### src/rtl/base_arb_rrmux_pkg.sv
// Shared definitions for the round-robin arbiter/mux: lock FSM encoding and
// the index-width helper used to size the priority pointer and grant index.
package base_arb_rrmux_pkg;

    typedef enum logic {
        IDLE = 1'b0,
        LOCK = 1'b1
    } arb_state_t;

    // Bits needed to hold an index in 0..n-1, never less than one.
    function automatic int unsigned clog2(input int unsigned n);
        int unsigned r;
        r = 1;
        while ((33'd1 << r) < 33'(n)) begin
            r++;
        end
        return r;
    endfunction

endpackage

### src/rtl/base_arb_rrpri.sv
// Combinational round-robin pick: first set request at or after ptr, wrapping,
// found by scanning the request vector laid out twice end to end.
module base_arb_rrpri
    import base_arb_rrmux_pkg::*;
#(
    parameter int unsigned ways = 4,
    parameter int unsigned iw   = 2
) (
    input  logic [0:ways-1] req,
    input  logic [iw-1:0]   ptr,
    output logic [0:ways-1] gnt,
    output logic [iw-1:0]   idx
);

    logic [0:2*ways-1] dbl;

    assign dbl = {req, req};

    // Only the ways-long window starting at ptr is eligible; first hit wins.
    always_comb begin
        logic found;
        gnt   = '0;
        idx   = '0;
        found = 1'b0;
        for (int unsigned j = 0; j < 2 * ways; j++) begin
            if (!found && (j >= 32'(ptr)) && (j < 32'(ptr) + ways) && dbl[j]) begin
                found           = 1'b1;
                gnt[j % ways]   = 1'b1;
                idx             = iw'(j % ways);
            end
        end
    end

endmodule

### src/rtl/base_arb_rrmux.sv
// Round-robin arbiter and mux onto one registered valid/ready channel; a
// multi-beat transfer holds the grant until its end beat is accepted.
module base_arb_rrmux
    import base_arb_rrmux_pkg::*;
#(
    parameter int unsigned ways  = 4,
    parameter int unsigned width = 64
) (
    input  logic                  clk,
    input  logic                  reset,
    input  logic [0:ways-1]       i_v,
    output logic [0:ways-1]       i_r,
    input  logic [0:ways*width-1] i_d,
    input  logic [0:ways-1]       i_e,
    output logic                  o_v,
    input  logic                  o_r,
    output logic [0:width-1]      o_d,
    output logic                  o_e,
    output logic [0:ways-1]       o_sel
);

    localparam int unsigned   iw   = clog2(ways);
    localparam logic [iw-1:0] last = iw'(ways - 1);

    arb_state_t       state, state_nx;
    logic [iw-1:0]    ptr, ptr_nx;
    logic [iw-1:0]    lck, lck_nx;
    logic [0:ways-1]  rr_gnt;
    logic [iw-1:0]    rr_idx;
    logic [0:ways-1]  gnt;
    logic [iw-1:0]    widx;
    logic [iw-1:0]    widx_inc;
    logic [0:ways-1]  win_sel;
    logic [0:width-1] win_d;
    logic             win_e;
    logic             ld;
    logic             acc;

    base_arb_rrpri #(
        .ways (ways),
        .iw   (iw)
    ) u_pri (
        .req (i_v),
        .ptr (ptr),
        .gnt (rr_gnt),
        .idx (rr_idx)
    );

    assign ld       = ~o_v | o_r;
    assign widx     = (state == LOCK) ? lck : rr_idx;
    assign widx_inc = (widx == last) ? '0 : widx + iw'(1);

    // Decode the current winner into its one-hot select, payload and end flag.
    always_comb begin
        win_sel = '0;
        win_d   = '0;
        win_e   = 1'b0;
        for (int unsigned k = 0; k < ways; k++) begin
            if (iw'(k) == widx) begin
                win_sel[k] = 1'b1;
                win_d      = i_d[k*width +: width];
                win_e      = i_e[k];
            end
        end
    end

    // While idle an empty request vector must yield no grant, so use the scan result.
    assign gnt = (state == LOCK) ? win_sel : rr_gnt;
    assign i_r = gnt & {ways{ld}};
    assign acc = |(i_v & i_r);

    always_comb begin
        state_nx = state;
        ptr_nx   = ptr;
        lck_nx   = lck;
        case (state)
            IDLE: begin
                if (acc) begin
                    if (win_e) begin
                        ptr_nx = widx_inc;
                    end else begin
                        state_nx = LOCK;
                        lck_nx   = widx;
                    end
                end
            end
            LOCK: begin
                if (acc && win_e) begin
                    state_nx = IDLE;
                    ptr_nx   = widx_inc;
                end
            end
            default: state_nx = IDLE;
        endcase
    end

    always_ff @(posedge clk or posedge reset) begin
        if (reset) begin
            state <= IDLE;
            ptr   <= '0;
            lck   <= '0;
        end else begin
            state <= state_nx;
            ptr   <= ptr_nx;
            lck   <= lck_nx;
        end
    end

    // Output stage loads on accept, empties when drained, otherwise holds.
    always_ff @(posedge clk or posedge reset) begin
        if (reset) begin
            o_v   <= 1'b0;
            o_d   <= '0;
            o_e   <= 1'b0;
            o_sel <= '0;
        end else if (acc) begin
            o_v   <= 1'b1;
            o_d   <= win_d;
            o_e   <= win_e;
            o_sel <= win_sel;
        end else if (o_r) begin
            o_v   <= 1'b0;
        end
    end

endmodule

### config.mk
export PLATFORM = sky130hd
export DESIGN_NAME = base_arb_rrmux
export DESIGN_NICKNAME = d
export VERILOG_FILES = /design/src/rtl/base_arb_rrmux_pkg.sv /design/src/rtl/base_arb_rrpri.sv /design/src/rtl/base_arb_rrmux.sv
export SDC_FILE = /design/constraint.sdc
export NUM_CORES = 1
export LEC_CHECK = 0
export ABC_CLOCK_PERIOD_IN_PS = 8580
export CORE_AREA = 2 2 133 135
export DETAILED_ROUTE_END_ITERATION = 8
export DIE_AREA = 0 0 135 137
export PLACE_DENSITY = 0.78
export SKIP_LAST_GASP = 1
export SYNTH_ARGS = -nofsm -noshare
export SYNTH_HDL_FRONTEND = slang
export SYNTH_HIERARCHICAL = 1
export SYNTH_SLANG_ARGS = --single-unit
### constraint.sdc
create_clock -name clk -period 8.58 [get_ports clk]
set_input_delay 1.716 -clock clk [delete_from_list [all_inputs] [get_ports clk]]
set_output_delay 1.716 -clock clk [all_outputs]
set_load 0.01 [all_outputs]
==> results.py <==
metrics = {
    "run_status": {
        "status": "completed",
    },
    "cells_and_area": {
        "layout.area.seq_mm2": 0.00188,
        "syn_to_final_growth_pct": 77.1,
        "multiInputGateArea_mm2": 0.00271,
        "layout-drive-gt1-share": 0.0460,
        "layoutNonFillerInstCount": 1118,
        "final_common_cell": "clkdlybuf4s50_1",
        "final_nets": 1158,
        "fillers": 1639,
        "layout_common_cells": "clkdlybuf4s50_1, a21oi_1, dfrtp_1, nor2_1, nor2b_1",
    },
    "floorplanning": {
        "placementRows": 48,
        "die_y_um": 137,
        "initial_core_util": 0.287,
        "die_w_um": 135,
        "io_pins": 341,
        "core-area_mm2": 0.0171,
        "dieArea_mm2": 0.0185,
    },
    "drt": {
        "drt-vias-per-instance": 5.02,
        "num_vias": 5610,
        "ant_nets": 0,
        "route.detailed.drc": 0,
        "post_drt_wl_per_cell_um": 17.1,
        "firstDrtPassIters": 4,
        "drt-total-wl_mm": 19.1,
        "first_iter_violations": 200,
    },
    "worst_setup_path": {
        "cp.arrival_ns": 4.70,
        "crit_type": "in -> out",
        "start_kind": "input port",
        "critPathCaptureType": "primary output",
        "max_stage_delay_ns": 0.56,
        "cp_top_family": "buffers and inverters",
        "startpoint": "i_v[0]",
        "cp_num_buf_inv": 2,
        "crit_fanout": 58,
        "cp_slowest_cell": "clkdlybuf4s50_1",
        "worstPathCellList": "clkdlybuf4s50_1 > mux2i_1 > nor2_1 > a311oi_1 > mux2_2 > ha_4 > mux2i_1 > nor2_1 > clkdlybuf4s50_1",
        "worstPathRequired_ns": 6.86,
        "r2r_start": "ptr[1]$_DFFE_PP0P_",
    },
    "synth": {
        "synthFlopType": "dfrtp_1",
        "synth_edf_count": 0,
        "yosys_warnings": 6,
        "netlist_instances": 594,
        "synth_cell_type_count": 34,
        "synth-seq-cells": 75,
        "syn_avg_cell_area_um2": 8.24,
        "ys_async_sr_fraction": 1.00,
        "synth_sequential_area_ratio": 0.383,
        "synthesis.area_mm2": 0.00489,
        "synth_nets": 865,
    },
    "timing": {
        "slew_violations": 0,
        "finalSetupViolCount": 0,
        "worst_pin_slew_ns": 0.973,
        "period_needed_ns": 6.42,
        "maxSlewHeadroom": 0.351,
        "fmax_ghz": 0.156,
        "hold_violations": 0,
        "skew_ns": 0.00788,
        "rsz0062_at_grt": "no",
        "fin_tns_setup_ns": 0,
        "period_share": 0.748,
        "hold_slack_ns": 0.511,
    },
    "grt": {
        "antenna_found_initial": 1,
        "grt_util_all_layers": 0.198,
        "grt_overflow_total": 0,
        "grt_pass1_wl_mm": 28.4,
        "grt_pass1_vias": 5556,
        "grt_max_degree": 95,
    },
    "clock_network": {
        "clock_path_buffers": 2,
        "cts_num_sinks": 75,
        "cts_htree_levels": 3,
        "cts_tree": "built",
        "root_buffer": "clkbuf_16",
        "cts_resized": 0,
        "worstSkewPairLatency_ns": 0.34,
        "clk_pin_slew_ns": 0.06,
        "ctsHoldBuffers": 0,
        "cts_buffers": 9,
        "cts_setup_buffers": 0,
    },
    "power_and_ir_drop": {
        "power_switching_w": 0.00153,
        "p_leak_nw": 3.24,
        "p_comb_frac": 0.680,
        "p_sw_frac": 0.446,
        "p_seq_frac": 0.198,
        "cellInternalPower_w": 0.00190,
        "max-vdd-ir-drop_mv": 0.509,
        "powerDensity_mw_per_mm2": 396,
        "pwr-share-clk": 0.122,
    },
    "placement": {
        "portBuffers": 340,
        "finalWeightedCongestion": 0.859,
        "dp.cells": 1101,
        "place_hpwl_mm": 14.3,
    },
    "worst_hold_path": {
        "hold_class": "reg -> reg",
        "min-delay-start": "o_sel[3]$_DFFE_PP0P_",
    },
    "run": {
        "max-cap-violations": 0,
    },
}
-- synth_stat cells, types with 4 or more instances --
master / instances / area share
ha_1: 4 / 0.010
a221oi_1: 64 / 0.11
buf_6: 10 / 0.023
clkbuf_1: 47 / 0.036
dfrtp_1: 75 / 0.38
mux2_2: 6 / 0.014
nor2_1: 73 / 0.056
inv_1: 7 / 0.0054
nor2b_1: 67 / 0.086
nor3b_1: 4 / 0.0061
nor3_1: 64 / 0.065
mux2i_1: 6 / 0.012
o21ai_0: 5 / 0.0051
a21oi_1: 133 / 0.14
-- per-layer routing --
| layer | GRT usage | share of wire | routed length [µm] | vias to the layer above |
|---|---|---|---|---|
| met1 | 0.216 | 0.39 | 7360 | 2560 |
| met2 | 0.356 | 0.49 | 9380 | 260 |
| met5 | 0 | 0 | 0 | - |
| met4 | 0.0741 | 0.026 | 490 | 0 |
| li1 | - | - | - | 2759 |
| met3 | 0.0667 | 0.096 | 1840 | 31 |
-- power groups by stage --
stage                     sequential [W]  combinational (W)  clock, W
after CTS                       0.000679            0.00236  0.000430
after global placement          0.000676            0.00230         0
after global routing            0.000701            0.00258  0.000444
after detailed placement        0.000683            0.00235         0
after floorplan                 0.000732            0.00150         0
final                           0.000678            0.00233  0.000419
-- layout make-up --
cell class,instances,area share
diodes,1,0.000289
clock buffers,10,0.0276
clock inverters,6,0.0102
inverters,7,0.00317
multi-input cells,448,0.312
flip-flops and latches,75,0.216
well taps,225,0.0325
repair buffers,346,0.398
-- flip-flops by register name, indices dropped and copies added (netlist names) --
| name | count |
|---|---|
| o_d | 64 |
| o_sel | 4 |
| lck | 2 |
| ptr | 2 |
| o_e | 1 |
| o_v | 1 |
| state | 1 |
-- final timing paths --
path	endpoint	slack, ns	cells past startpoint
min in group asynchronous	o_d[37]$_DFFE_PP0P_	2.01	3
min reg2reg	o_sel[3]$_DFFE_PP0P_	0.51	1
min	o_sel[3]$_DFFE_PP0P_	0.51	1
max	i_r[3]	2.16	9
max reg2reg	o_sel[3]$_DFFE_PP0P_	4.26	10
max in group asynchronous	o_d[63]$_DFFE_PP0P_	5.97	3
-- kinds of logic after synthesis --
| family | Yosys count | share of synthesized area |
|---|---|---|
| AOI/OAI and AO/OA | 213 | 0.276 |
| adders and majority gates | 4 | 0.0102 |
| buffers and inverters | 71 | 0.0708 |
| DFF | 75 | 0.383 |
| muxes | 15 | 0.0353 |
| and+or+nand+nor | 216 | 0.225 |
-- stage by stage --
stage | setup slack [ns] | utilization | power (W) | cell area, µm²
2_1_floorplan | 3.71 | - | 0.00223 | 4890
3_3_place_gp | 2.33 | 0.489 | 0.00298 | 8340
3_5_place_dp | 2.25 | 0.489 | 0.00303 | 8340
4_1_cts | 2.24 | 0.508 | 0.00346 | 8670
5_1_grt | 1.99 | 0.508 | 0.00372 | 8670
6_report | 2.16 | 0.508 | 0.00343 | 8670
(Power assumes the default switching activity.)
